**src/rtl/writeback_pipe_if.sv**
```systemverilog
// Write-back handshake bundle: upstream result side (in_*, source select/data) and
// register-file side (rf_*, cc). The DUT takes the slave view; the producer/consumer takes master.
interface writeback_pipe_if #(
    parameter int WIDTH = 16,
    parameter int NSRC  = 4,
    parameter int SELW  = 2,
    parameter int AW    = 3
);
    logic                  in_valid;
    logic                  in_ready;
    logic [SELW-1:0]       W_Control;
    logic [NSRC*WIDTH-1:0] src_data;
    logic [AW-1:0]         dr;
    logic                  wen;
    logic                  rf_valid;
    logic                  rf_ready;
    logic                  rf_we;
    logic [AW-1:0]         rf_waddr;
    logic [WIDTH-1:0]      rf_wdata;
    logic [2:0]            cc;

    modport slave (
        input  in_valid, W_Control, src_data, dr, wen, rf_ready,
        output in_ready, rf_valid, rf_we, rf_waddr, rf_wdata, cc
    );

    modport master (
        output in_valid, W_Control, src_data, dr, wen, rf_ready,
        input  in_ready, rf_valid, rf_we, rf_waddr, rf_wdata, cc
    );
endinterface

```
**src/rtl/writeback_pipe.sv**
```systemverilog
// Source-select + DEPTH-entry write-back FIFO; 1-cycle latency to head; in_ready = not full (never from rf_ready).
// Head held stable under rf_ready=0; optional condition codes built with WRITEBACK_CC_EN (cc reads 000 otherwise).
module writeback_pipe #(
    parameter int WIDTH = 16,
    parameter int NSRC  = 4,
    parameter int SELW  = 2,
    parameter int AW    = 3,
    parameter int DEPTH = 2
) (
    input  logic           clock,
    input  logic           reset,
    input  logic           flush,
    writeback_pipe_if.slave bus
);
    localparam int PW = (DEPTH > 1) ? $clog2(DEPTH) : 1;
    localparam int CW = $clog2(DEPTH + 1);

    logic [PW-1:0]    wr_ptr, rd_ptr;
    logic [CW-1:0]    count;
    logic             push, pop;
    logic [WIDTH-1:0] sel_dat;

    logic             mem_wen [DEPTH];
    logic [AW-1:0]    mem_dr  [DEPTH];
    logic [WIDTH-1:0] mem_dat [DEPTH];

    // Unpopulated select codes read as all ones.
    always_comb begin
        sel_dat = '1;
        for (int k = 0; k < NSRC; k++) begin
            if (bus.W_Control == SELW'(k))
                sel_dat = bus.src_data[k*WIDTH +: WIDTH];
        end
    end

    assign bus.in_ready = (count < CW'(DEPTH));
    assign bus.rf_valid = (count != '0);
    assign push         = bus.in_valid && bus.in_ready && !flush;
    assign pop          = bus.rf_valid && bus.rf_ready && !flush;

    // Head fields are gated so an empty or freshly reset buffer presents zeros.
    assign bus.rf_waddr = bus.rf_valid ? mem_dr[rd_ptr]  : '0;
    assign bus.rf_wdata = bus.rf_valid ? mem_dat[rd_ptr] : '0;
    assign bus.rf_we    = bus.rf_valid && mem_wen[rd_ptr];

    function automatic logic [PW-1:0] ptr_inc(input logic [PW-1:0] p);
        return (p == PW'(DEPTH - 1)) ? '0 : p + 1'b1;
    endfunction

    always_ff @(posedge clock or negedge reset) begin
        if (!reset) begin
            wr_ptr <= '0;
            rd_ptr <= '0;
            count  <= '0;
        end else if (flush) begin
            wr_ptr <= '0;
            rd_ptr <= '0;
            count  <= '0;
        end else begin
            if (push) wr_ptr <= ptr_inc(wr_ptr);
            if (pop)  rd_ptr <= ptr_inc(rd_ptr);
            case ({push, pop})
                2'b10:   count <= count + 1'b1;
                2'b01:   count <= count - 1'b1;
                default: count <= count;
            endcase
        end
    end

    always_ff @(posedge clock) begin
        if (push) begin
            mem_wen[wr_ptr] <= bus.wen;
            mem_dr[wr_ptr]  <= bus.dr;
            mem_dat[wr_ptr] <= sel_dat;
        end
    end

`ifdef WRITEBACK_CC_EN
    logic [2:0] cc_q;

    always_ff @(posedge clock or negedge reset) begin
        if (!reset) begin
            cc_q <= 3'b010;
        end else if (pop && bus.rf_we) begin
            if (bus.rf_wdata[WIDTH-1])     cc_q <= 3'b100;
            else if (bus.rf_wdata == '0)   cc_q <= 3'b010;
            else                           cc_q <= 3'b001;
        end
    end

    assign bus.cc = cc_q;
`else
    assign bus.cc = 3'b000;
`endif
endmodule

```
**src/flat_wrapper.sv**
```systemverilog
// flat-port wrapper written by rule: the top's interface ports become plain ports
module writeback_pipe_flat 
#(
    parameter int WIDTH = 16,
    parameter int NSRC  = 4,
    parameter int SELW  = 2,
    parameter int AW    = 3,
    parameter int DEPTH = 2
)
  (clock, reset, flush, bus_in_valid, bus_W_Control, bus_src_data, bus_dr, bus_wen, bus_rf_ready, bus_in_ready, bus_rf_valid, bus_rf_we, bus_rf_waddr, bus_rf_wdata, bus_cc);
  writeback_pipe_if #(.WIDTH(WIDTH), .NSRC(NSRC), .SELW(SELW), .AW(AW)) bus_i ();
  input  logic clock;
  input  logic reset;
  input  logic flush;
  input wire logic [$bits(bus_i.in_valid)-1:0] bus_in_valid;
  input wire logic [$bits(bus_i.W_Control)-1:0] bus_W_Control;
  input wire logic [$bits(bus_i.src_data)-1:0] bus_src_data;
  input wire logic [$bits(bus_i.dr)-1:0] bus_dr;
  input wire logic [$bits(bus_i.wen)-1:0] bus_wen;
  input wire logic [$bits(bus_i.rf_ready)-1:0] bus_rf_ready;
  output wire logic [$bits(bus_i.in_ready)-1:0] bus_in_ready;
  output wire logic [$bits(bus_i.rf_valid)-1:0] bus_rf_valid;
  output wire logic [$bits(bus_i.rf_we)-1:0] bus_rf_we;
  output wire logic [$bits(bus_i.rf_waddr)-1:0] bus_rf_waddr;
  output wire logic [$bits(bus_i.rf_wdata)-1:0] bus_rf_wdata;
  output wire logic [$bits(bus_i.cc)-1:0] bus_cc;
  assign bus_i.in_valid = bus_in_valid;
  assign bus_i.W_Control = bus_W_Control;
  assign bus_i.src_data = bus_src_data;
  assign bus_i.dr = bus_dr;
  assign bus_i.wen = bus_wen;
  assign bus_i.rf_ready = bus_rf_ready;
  assign bus_in_ready = bus_i.in_ready;
  assign bus_rf_valid = bus_i.rf_valid;
  assign bus_rf_we = bus_i.rf_we;
  assign bus_rf_waddr = bus_i.rf_waddr;
  assign bus_rf_wdata = bus_i.rf_wdata;
  assign bus_cc = bus_i.cc;
  writeback_pipe #(.WIDTH(WIDTH), .NSRC(NSRC), .SELW(SELW), .AW(AW), .DEPTH(DEPTH)) u_core (.clock(clock), .reset(reset), .flush(flush), .bus(bus_i));
endmodule
```
**config.mk**
```make
export PLATFORM = sky130hd
export DESIGN_NAME = writeback_pipe_flat
export DESIGN_NICKNAME = d
export VERILOG_FILES = /design/src/rtl/writeback_pipe_if.sv /design/src/rtl/writeback_pipe.sv /design/src/flat_wrapper.sv
export SDC_FILE = /design/constraint.sdc
export NUM_CORES = 1
export LEC_CHECK = 0
export BUFFER_PORTS_ARGS = -buffer_cell sky130_fd_sc_hd__buf_2
export CAP_MARGIN = 20
export CORE_MARGIN = 5
export CORE_UTILIZATION = 50
export DETAILED_ROUTE_END_ITERATION = 6
export HOLD_SLACK_MARGIN = 0.15
export PLACE_DENSITY = 0.85
export SYNTH_ARGS = -nofsm -noshare
export SYNTH_HDL_FRONTEND = slang
export SYNTH_SLANG_ARGS = --single-unit
```
**constraint.sdc**
```tcl
create_clock -name clock -period 3.9 [get_ports clock]
set_input_delay 0 -clock clock [delete_from_list [all_inputs] [get_ports clock]]
set_output_delay 0 -clock clock [all_outputs]
set_load 0.01 [all_outputs]
```
==> results of run 1 <==
==> cell type report <==
cell class	count	area [µm²]
clock buffer	5	68.8
clock inverter	3	42.5
fill	240	1110
inverter	2	7.51
multi-input combinational	77	787
sequential	44	1300
tap	52	65.1
timing repair buffer	140	913
==> routing by layer <==
metal | track usage [%] | wire [µm] | vias to the layer above
met3 | 5.01 | 342 | 16
met2 | 32.7 | 2710 | 81
li1 | - | - | 780
met5 | 0 | 0 | -
met1 | 18.8 | 1760 | 755
met4 | 6.80 | 129 | 0
==> where the power goes <==
part / switching [µW] / internal [µW] / total [µW]
sequential: 17.3 / 545 / 562
clock: 145 / 189 / 334
combinational: 88.5 / 129 / 217
total: 250 / 863 / 1110
==> layout by cell type, fill, tap and decap left out, types with 3 or more instances in the layout <==
master          n
buf_2          96
dlygate4sd3_1  41
edfxtp_1       40
nor2_1         23
mux2i_1        21
mux4_2         10
mux4_1          6
clkbuf_8        5
dfrtp_1         4
conb_1          3
buf_4           3
==> registers in the layout (all words and copies together) (netlist names) <==
signal and flops:
u_core.mem_wen 2, u_core.mem_dr 6, u_core.count 2, u_core.mem_dat 32, u_core.wr_ptr 1, u_core.rd_ptr 1
==> cells in the mapped netlist <==
cell type / number
buf_12: 1
edfxtp_1: 40
nor3_1: 1
clkbuf_1: 3
dfrtp_1: 4
buf_2: 2
nor2_1: 23
mux4_1: 6
inv_1: 2
mux4_2: 10
nand2_1: 1
a21oi_1: 2
nor2b_1: 2
o21ai_0: 2
xor2_1: 2
a21o_1: 1
buf_4: 5
nor3b_1: 1
nand2b_1: 2
buf_6: 1
mux2i_1: 21
conb_1: 1
==> metrics by stage <==
stage                     instance area [µm²]  util (%)
after floorplan                          2180         -
after global placement                   2660      62.0
after detailed placement                 2660      62.0
after CTS                                3190      74.2
after global routing                     3190      74.2
final                                    3190      74.2
==> cells by family after synthesis <==
| group | after synthesis |
|---|---|
| buffers and inverters | 14 |
| xor gates and xnor gates | 2 |
| and+or+nand+nor | 30 |
| other | 1 |
| DFF | 44 |
| muxes | 37 |
| AOI/OAI and AO/OA | 5 |
==> worst min-delay path by stage <==
stage | slack (ps) | to
after floorplan | -300 | u_core.count[0]
after global placement | -190 | u_core.count[0]
after detailed placement | -190 | u_core.count[1]
after CTS | 150 | u_core.mem_dat[0][12]
after global routing | 150 | u_core.mem_dat[0][12]
final | 160 | u_core.mem_dat[0][12]
==> what timing repair did <==
action                                  4_1_cts  5_1_grt
endpoints found under the setup margin        0        0
hold buffers                                 41        0
endpoints found under the hold margin        48        0
==> metrics.yaml, run 1 <==
crit_slowest_cell: "nor3_2"
post-place-ws_ps: 1920
grt_usage_pct: 17.7
viasPerCell: 5.05
fin_total_pwr_uw: 1110
synth-seq-cells: 44
clockBufferDepth: 2
start_util_pct: 50.5
critPathTopFamily: "simple AND/OR/NAND/NOR gates"
hold_path_class: "primary input to flip-flop"
overflow: 0
synth-compound-area-share_pct: 1.27
yosys.area_share.simple_pct: 5.89
synth_area_leaders: "edfxtp_1 (55%), mux4_2 (10%), mux2i_1 (9.7%)"
fin_hold_ws_ps: 158
hold_viol: 0
route.vias.total: 1632
drtIter0Drc: 42
slew_viol_final: 0
final_cells: 323
drive_gt1_share_pct: 43.9
antenna_left: 0
fin_setup_tns_ps: 0
crit_buf_inv: 1
die_h_um: 75.9
r2r_start: "u_core.count[1]"
startpoint: "u_core.count[1]"
outcome: "completed"
ys_types: 22
critPathMaxStageDelay_ps: 630
setup_violations: 0
dpl.hpwl_um: 3360
cp-end-kind: "flip-flop"
drc: 0
cp.required_ps: 3890
crit_chain: "nand2b_1, nor3_2, buf_4"
syn_inst: 133
rows: 24
worstHoldStart: "bus_src_data[12]"
slew_headroom_pct: 26.8
layout.nets: 345
ys_warn_count: 0
worst_slack_ps: 1910
worstHoldPathCells: 2
path_max_fanout: 11
wl_um: 4940
cts_buffers: 5
cts-root-buf: "clkbuf_8"
h-tree-depth: 2
layout_min_cycle_time_ps: 1990
cp_num_cells: 3
critPathCapture: "u_core.mem_dat[0][10]"
die-area_um2: 5750
synthMuxAreaShare_pct: 27.4
synth_area_leader_cell: "edfxtp_1"
post_drt_wl_per_cell_um: 15.3
r2r-end: "u_core.mem_dat[0][10]"
area_delta_synth_final_pct: 46.9
synthesis.area_um2: 2170
seq_area_frac_synth_pct: 60.0
p_leak_uw: 0.00134
clock_latency_ps: 290
core_area_um2: 4290
synth_top_family_by_area: "multiplexers"
io_pins: 100
cp.arrival_ps: 1980
cts_tree: "done"
clk_pin_slew_ps: 80
path_class: "flip-flop to flip-flop"
synth-xor-area-share_pct: 0.808
worst_pin_slew_ps: 1100
start_kind: "flip-flop"
gp_congestion: 0.720
drv_cap: 0
die_x_um: 75.9
ctsResizeCount: 0
cts_setup_buffers: 0
rsz0062_at_grt: "no"
dr.pass1.iters: 4
grt_max_degree: 22
place_inst: 274
grt_pass1_wl_um: 7470
synthAdderAreaFrac_pct: 0
antenna_found_initial: 0
antenna_cells: 0
reg2reg_setup_slack_ps: 1910
clkSinkCount: 44
powerDensity_nw_per_um2: 350
ir_worst_vdd_mv: 0.232
fin_crit_sh_pct: 51.1
numPortBuffers: 96
synth_top_area_share_pct: 55.4
fmax_mhz: 502
reg2reg_depth: 3
syn_area_per_cell_um2: 16.3
skew_ps: 6.70
grt_pass1_vias: 1699
Note: power is estimated with default switching activity, not from simulation.
==> run 2: changes to the inputs <==
--- a/config.mk
+++ b/config.mk
@@ -8,10 +8,10 @@
 export BUFFER_PORTS_ARGS = -buffer_cell sky130_fd_sc_hd__buf_2
 export CAP_MARGIN = 20
 export CORE_MARGIN = 5
-export CORE_UTILIZATION = 50
+export CORE_UTILIZATION = 46
 export DETAILED_ROUTE_END_ITERATION = 6
 export HOLD_SLACK_MARGIN = 0.15
-export PLACE_DENSITY = 0.85
+export PLACE_DENSITY = 0.79
 export SYNTH_ARGS = -nofsm -noshare
 export SYNTH_HDL_FRONTEND = slang
 export SYNTH_SLANG_ARGS = --single-unit
==> constraint.sdc (replaced) <==
create_clock -name clock -period 2 [get_ports clock]
set_input_delay 0 -clock clock [delete_from_list [all_inputs] [get_ports clock]]
set_output_delay 0 -clock clock [all_outputs]
set_load 0.01 [all_outputs]
==> metrics.yaml, run 2 (synthesis gave the netlist of run 1 again) <==
dpl_cell_area_um2: 2680  # was 2660 µm²
powerDensity_nw_per_um2: 675  # was 350 nW/µm²
largest_reg_flops: 32  # unchanged
fin_hold_ws_ps: 157  # was 158 ps
fin_setup_tns_ps: 0  # unchanged
internal_power_uw: 1690  # was 863 µW
h-tree-depth: 2  # unchanged
numPortBuffers: 96  # unchanged
grt_usage_pct: 16.4  # was 17.7%
p_seq_share_pct: 49.6  # was 50.5%
clkSinkCount: 44  # unchanged
switching_share_pct: 22.2  # was 22.5%
reg.largest.list: "u_core.mem_dat x32, u_core.mem_dr x6"  # unchanged
combPwrFrac_pct: 20.6  # was 19.5%
fin_crit_sh_pct: 86.6  # was 51.1%
top_register: "u_core.mem_dat"  # unchanged
slew_viol_final: 0  # unchanged
hold_path_class: "primary input to flip-flop"  # unchanged
skew_ps: 11.4  # was 6.70 ps
die_x_um: 78.7  # was 75.9 µm
cp.required_ps: 2180  # was 3890 ps
fin_area_um2: 3220  # was 3190 µm²
start_util_pct: 46.5  # was 50.5%
rsz0062_at_grt: "no"  # unchanged
hold_viol: 0  # unchanged
drc: 0  # unchanged
layout.nets: 348  # was 345
final_core_util_pct: 69.0  # was 74.2%
rows: 25  # was 24
antenna_cells: 0  # unchanged
start_kind: "flip-flop"  # unchanged
path_class: "flip-flop to flip-flop"  # unchanged
cp.arrival_ps: 1910  # was 1980 ps
wl_um: 4890  # was 4940 µm
cts_buffers: 5  # unchanged
cts_tree: "done"  # unchanged
fin_total_pwr_uw: 2170  # was 1110 µW
final_common_cell: "buf_2"  # unchanged
drv_cap: 0  # unchanged
grt_pass1_wl_um: 7790  # was 7470 µm
dpl.hpwl_um: 3190  # was 3360 µm
core_area_um2: 4660  # was 4290 µm²
die-area_um2: 6190  # was 5750 µm²
clockBufferDepth: 2  # unchanged
cts_setup_buffers: 0  # unchanged
layout_min_cycle_time_ps: 1730  # was 1990 ps
path_max_fanout: 7  # was 11
cts-root-buf: "clkbuf_8"  # unchanged
antenna_found_initial: 0  # unchanged
clock_latency_ps: 290  # about the same
antenna_left: 0  # unchanged
drtIter0Drc: 71  # was 42
p_switching_uw: 482  # was 250 µW
setup_violations: 0  # unchanged
drive_gt1_share_pct: 43.4  # was 43.9%
ir_worst_vdd_mv: 0.579  # was 0.232 mV
power_frac_clock_pct: 29.8  # was 30.0%
cp-end-kind: "flip-flop"  # unchanged
fmax_mhz: 578  # was 502 MHz
clk_pin_slew_ps: 80  # about the same
grt_pass1_vias: 1731  # was 1699
grt_max_degree: 22  # unchanged
die_h_um: 78.7  # was 75.9 µm
route.vias.total: 1620  # was 1632
p_leak_uw: 0.00136  # was 0.00134 µW
dr.pass1.iters: 4  # unchanged
ctsResizeCount: 0  # unchanged
viasPerCell: 4.94  # was 5.05
io_pins: 100  # unchanged
overflow: 0  # unchanged
outcome: "completed"  # unchanged
area_delta_synth_final_pct: 48.4  # was 46.9%
mostFrequentLayoutCells: "buf_2 (96), dlygate4sd3_1 (43), edfxtp_1 (40), nor2_1 (23), mux2i_1 (21)"  # was buf_2 (96), dlygate4sd3_1 (41), edfxtp_1 (40), nor2_1 (23), mux2i_1 (21)
gp_congestion: 0.739  # was 0.720
post_drt_wl_per_cell_um: 14.9  # was 15.3 µm
run 2: metrics by stage:
step / setup slack, ps / instances
finish: 269 / 328
global route: 187 / 328
CTS: 279 / 326
detailed placement: 425 / 277
global placement: 466 / 277
floorplan: 45.1 / 135
run 2: power by group through the flow:
stage / registers, µW / logic, µW / clock network, µW
after floorplan: 1090 / 222 / 0
after global placement: 1100 / 351 / 0
after detailed placement: 1100 / 357 / 0
after CTS: 1080 / 442 / 650
after global routing: 1080 / 488 / 708
final: 1080 / 449 / 647
run 2: repair_timing:
action                     CTS  global route
hold buffers                41             2
setup endpoints to repair    0             0
hold endpoints to repair    47             1
run 2: worst paths after layout:
| path | from | end | slack (ps) | depth (start not counted) |
|---|---|---|---|---|
| max | u_core.count[1] | u_core.count[0] | 270 | 4 |
| min | bus_in_valid | u_core.count[1] | 160 | 4 |
| max reg2reg | u_core.count[1] | u_core.count[0] | 270 | 4 |
| min reg2reg | u_core.count[0] | u_core.count[1] | 610 | 2 |
| max in group asynchronous | reset | u_core.rd_ptr | 1230 | 3 |
| min in group asynchronous | reset | u_core.wr_ptr | 590 | 3 |
run 2: routing by layer:
metal | global-route usage [%] | up-vias | part of all wire [%]
li1 | - | 788 | -
met1 | 18.2 | 773 | 37
met2 | 30.6 | 57 | 57
met3 | 4.13 | 2 | 5.1
met4 | 5.24 | 0 | 0.76
met5 | 0 | - | 0
run 2: worst max-delay path, cell delays in order (launching register included):
cell and delay (ps):
dfrtp_1 430, nand2b_1 330, mux2i_1 230, a21oi_1 80
dlygate4sd3_1 550
run 2: cell type report:
| cell class | count | area (µm²) |
|---|---|---|
| clock buffers | 6 | 72.6 |
| multi-input cells | 77 | 793 |
| repair buffers | 143 | 941 |
| inverters | 2 | 7.51 |
| fillers | 305 | 1440 |
| flip-flops and latches | 44 | 1300 |
| clock inverters | 2 | 35.0 |
| well taps | 54 | 67.6 |
==> run 3: changes to the inputs <==
--- a/config.mk
+++ b/config.mk
@@ -7,6 +7,7 @@
 export LEC_CHECK = 0
 export BUFFER_PORTS_ARGS = -buffer_cell sky130_fd_sc_hd__buf_2
 export CAP_MARGIN = 20
+export CORE_ASPECT_RATIO = 0.9
 export CORE_MARGIN = 5
 export CORE_UTILIZATION = 46
 export DETAILED_ROUTE_END_ITERATION = 6
==> metrics.yaml, run 3 (synthesis gave the netlist of run 1 again) <==
numPortBuffers: 96  # unchanged
h-tree-depth: 2  # unchanged
busiest_layer: "met2"  # unchanged
final_common_cell: "buf_2"  # unchanged
grt_pass1_wl_um: 7310  # was 7790 µm
fin_hold_ws_ps: 154  # was 157 ps
ctsResizeCount: 0  # unchanged
gp_congestion: 0.716  # was 0.739
setup_violations: 0  # unchanged
critPathMaxStageDelay_ps: 560  # was 550 ps
ir_worst_vdd_mv: 0.305  # was 0.579 mV
fmax_mhz: 559  # was 578 MHz
dr.pass1.iters: 4  # unchanged
clk_pin_slew_ps: 80  # about the same
grt_pass1_vias: 1617  # was 1731
drtIter0Drc: 42  # was 71
cp.arrival_ps: 1970  # was 1910 ps
fin_crit_sh_pct: 89.4  # was 86.6%
worst_slack_ps: 212  # was 269 ps
rsz0062_at_grt: "no"  # unchanged
hold_path_class: "primary input to flip-flop"  # unchanged
crit_buf_inv: 1  # unchanged
grt_util_met3_pct: 4.90  # was 4.13%
layout.nets: 347  # was 348
io_pins: 100  # unchanged
wl_um: 4630  # was 4890 µm
viasPerCell: 4.76  # was 4.94
cts-root-buf: "clkbuf_8"  # unchanged
cts_tree: "done"  # unchanged
antenna_cells: 0  # unchanged
powerDensity_nw_per_um2: 645  # was 675 nW/µm²
crit_slowest_cell: "dlygate4sd3_1"  # unchanged
path_max_fanout: 7  # unchanged
area_delta_synth_final_pct: 47.9  # was 48.4%
reg.largest.list: "u_core.mem_dat x32, u_core.mem_dr x6"  # unchanged
drive_gt1_share_pct: 44.0  # was 43.4%
post_drt_wl_per_cell_um: 13.8  # was 14.9 µm
ctsHoldBuffers: 41  # unchanged
outcome: "completed"  # unchanged
grt_usage_pct: 16.3  # was 16.4%
fin_setup_tns_ps: 0  # unchanged
globalRouteMet2Util_pct: 28.6  # was 30.6%
rows: 23  # was 25
clockBufferDepth: 2  # unchanged
overflow: 0  # unchanged
clkSinkCount: 44  # unchanged
slew_viol_final: 0  # unchanged
mostFrequentLayoutCells: "buf_2 (96), dlygate4sd3_1 (41), edfxtp_1 (40), nor2_1 (22), mux2i_1 (21)"  # was buf_2 (96), dlygate4sd3_1 (43), edfxtp_1 (40), nor2_1 (23), mux2i_1 (21)
die_h_um: 75.1  # was 78.7 µm
clock_latency_ps: 290  # about the same
critPathTopFamily: "buffers and inverters"  # unchanged
antenna_left: 0  # unchanged
drv_cap: 0  # unchanged
post-place-ws_ps: 386  # was 425 ps
die-area_um2: 6190  # about the same
drc: 0  # unchanged
hold_viol: 0  # unchanged
cp-end-kind: "flip-flop"  # unchanged
dpl.hpwl_um: 3170  # was 3190 µm
start_util_pct: 48.0  # was 46.5%
antenna_found_initial: 0  # unchanged
die_x_um: 82.4  # was 78.7 µm
skew_ps: 3.44  # was 11.4 ps
core_area_um2: 4520  # was 4660 µm²
path_class: "flip-flop to flip-flop"  # unchanged
cts_buffers: 5  # unchanged
fin_total_pwr_uw: 2070  # was 2170 µW
layout_min_cycle_time_ps: 1790  # was 1730 ps
final_core_util_pct: 71.0  # was 69.0%
cp.required_ps: 2180  # about the same
p_leak_uw: 0.00135  # was 0.00136 µW
cts_setup_buffers: 0  # unchanged
route.vias.total: 1595  # was 1620
start_kind: "flip-flop"  # unchanged
met1_usage_pct: 18.9  # was 18.2%
largest_reg_flops: 32  # unchanged
crit_chain: "nand2b_1, mux2i_1, a21oi_1, dlygate4sd3_1"  # unchanged
grt_max_degree: 22  # unchanged
top_register: "u_core.mem_dat"  # unchanged
==> run 3: worst reg2reg max path, stage by stage, from the launching register on <==
cell,delay [ps]
dfrtp_1,450
nand2b_1,360
mux2i_1,230
a21oi_1,80
dlygate4sd3_1,560
==> run 3: final timing paths <==
| kind | slack [ps] | end | from | depth (start not counted) |
|---|---|---|---|---|
| max | 210 | u_core.count[0] | u_core.count[1] | 4 |
| min | 150 | u_core.count[1] | bus_in_valid | 4 |
| max reg2reg | 210 | u_core.count[0] | u_core.count[1] | 4 |
| min reg2reg | 620 | u_core.count[1] | u_core.count[0] | 2 |
| max in group asynchronous | 1210 | u_core.wr_ptr | reset | 3 |
| min in group asynchronous | 610 | u_core.rd_ptr | reset | 3 |
==> run 3: routing by layer <==
layer / vias up / part of all wire [%]
met1: 739 / 39
met4: 0 / 1.7
li1: 783 / -
met5: - / 0
met2: 65 / 51
met3: 8 / 8.5
==> run 3: layout make-up <==
| type | instances | area (µm²) |
|---|---|---|
| inverters | 2 | 7.51 |
| flip-flops and latches | 44 | 1300 |
| well taps | 62 | 77.6 |
| fillers | 319 | 1310 |
| clock buffers | 7 | 86.3 |
| clock inverters | 1 | 3.75 |
| multi-input cells | 77 | 802 |
| repair buffers | 142 | 928 |
==> run 3: power breakdown <==
group	switching, µW	internal, µW	total (µW)
sequential	15.2	1060	1080
clock	273	276	549
combinational	184	257	441
==> run 3: stage by stage <==
| step | instances | area, µm² |
|---|---|---|
| after detailed placement | 286 | 2710 |
| final | 335 | 3210 |
| after floorplan | 135 | 2190 |
| after global routing | 335 | 3210 |
| after global placement | 286 | 2710 |
| after CTS | 335 | 3210 |
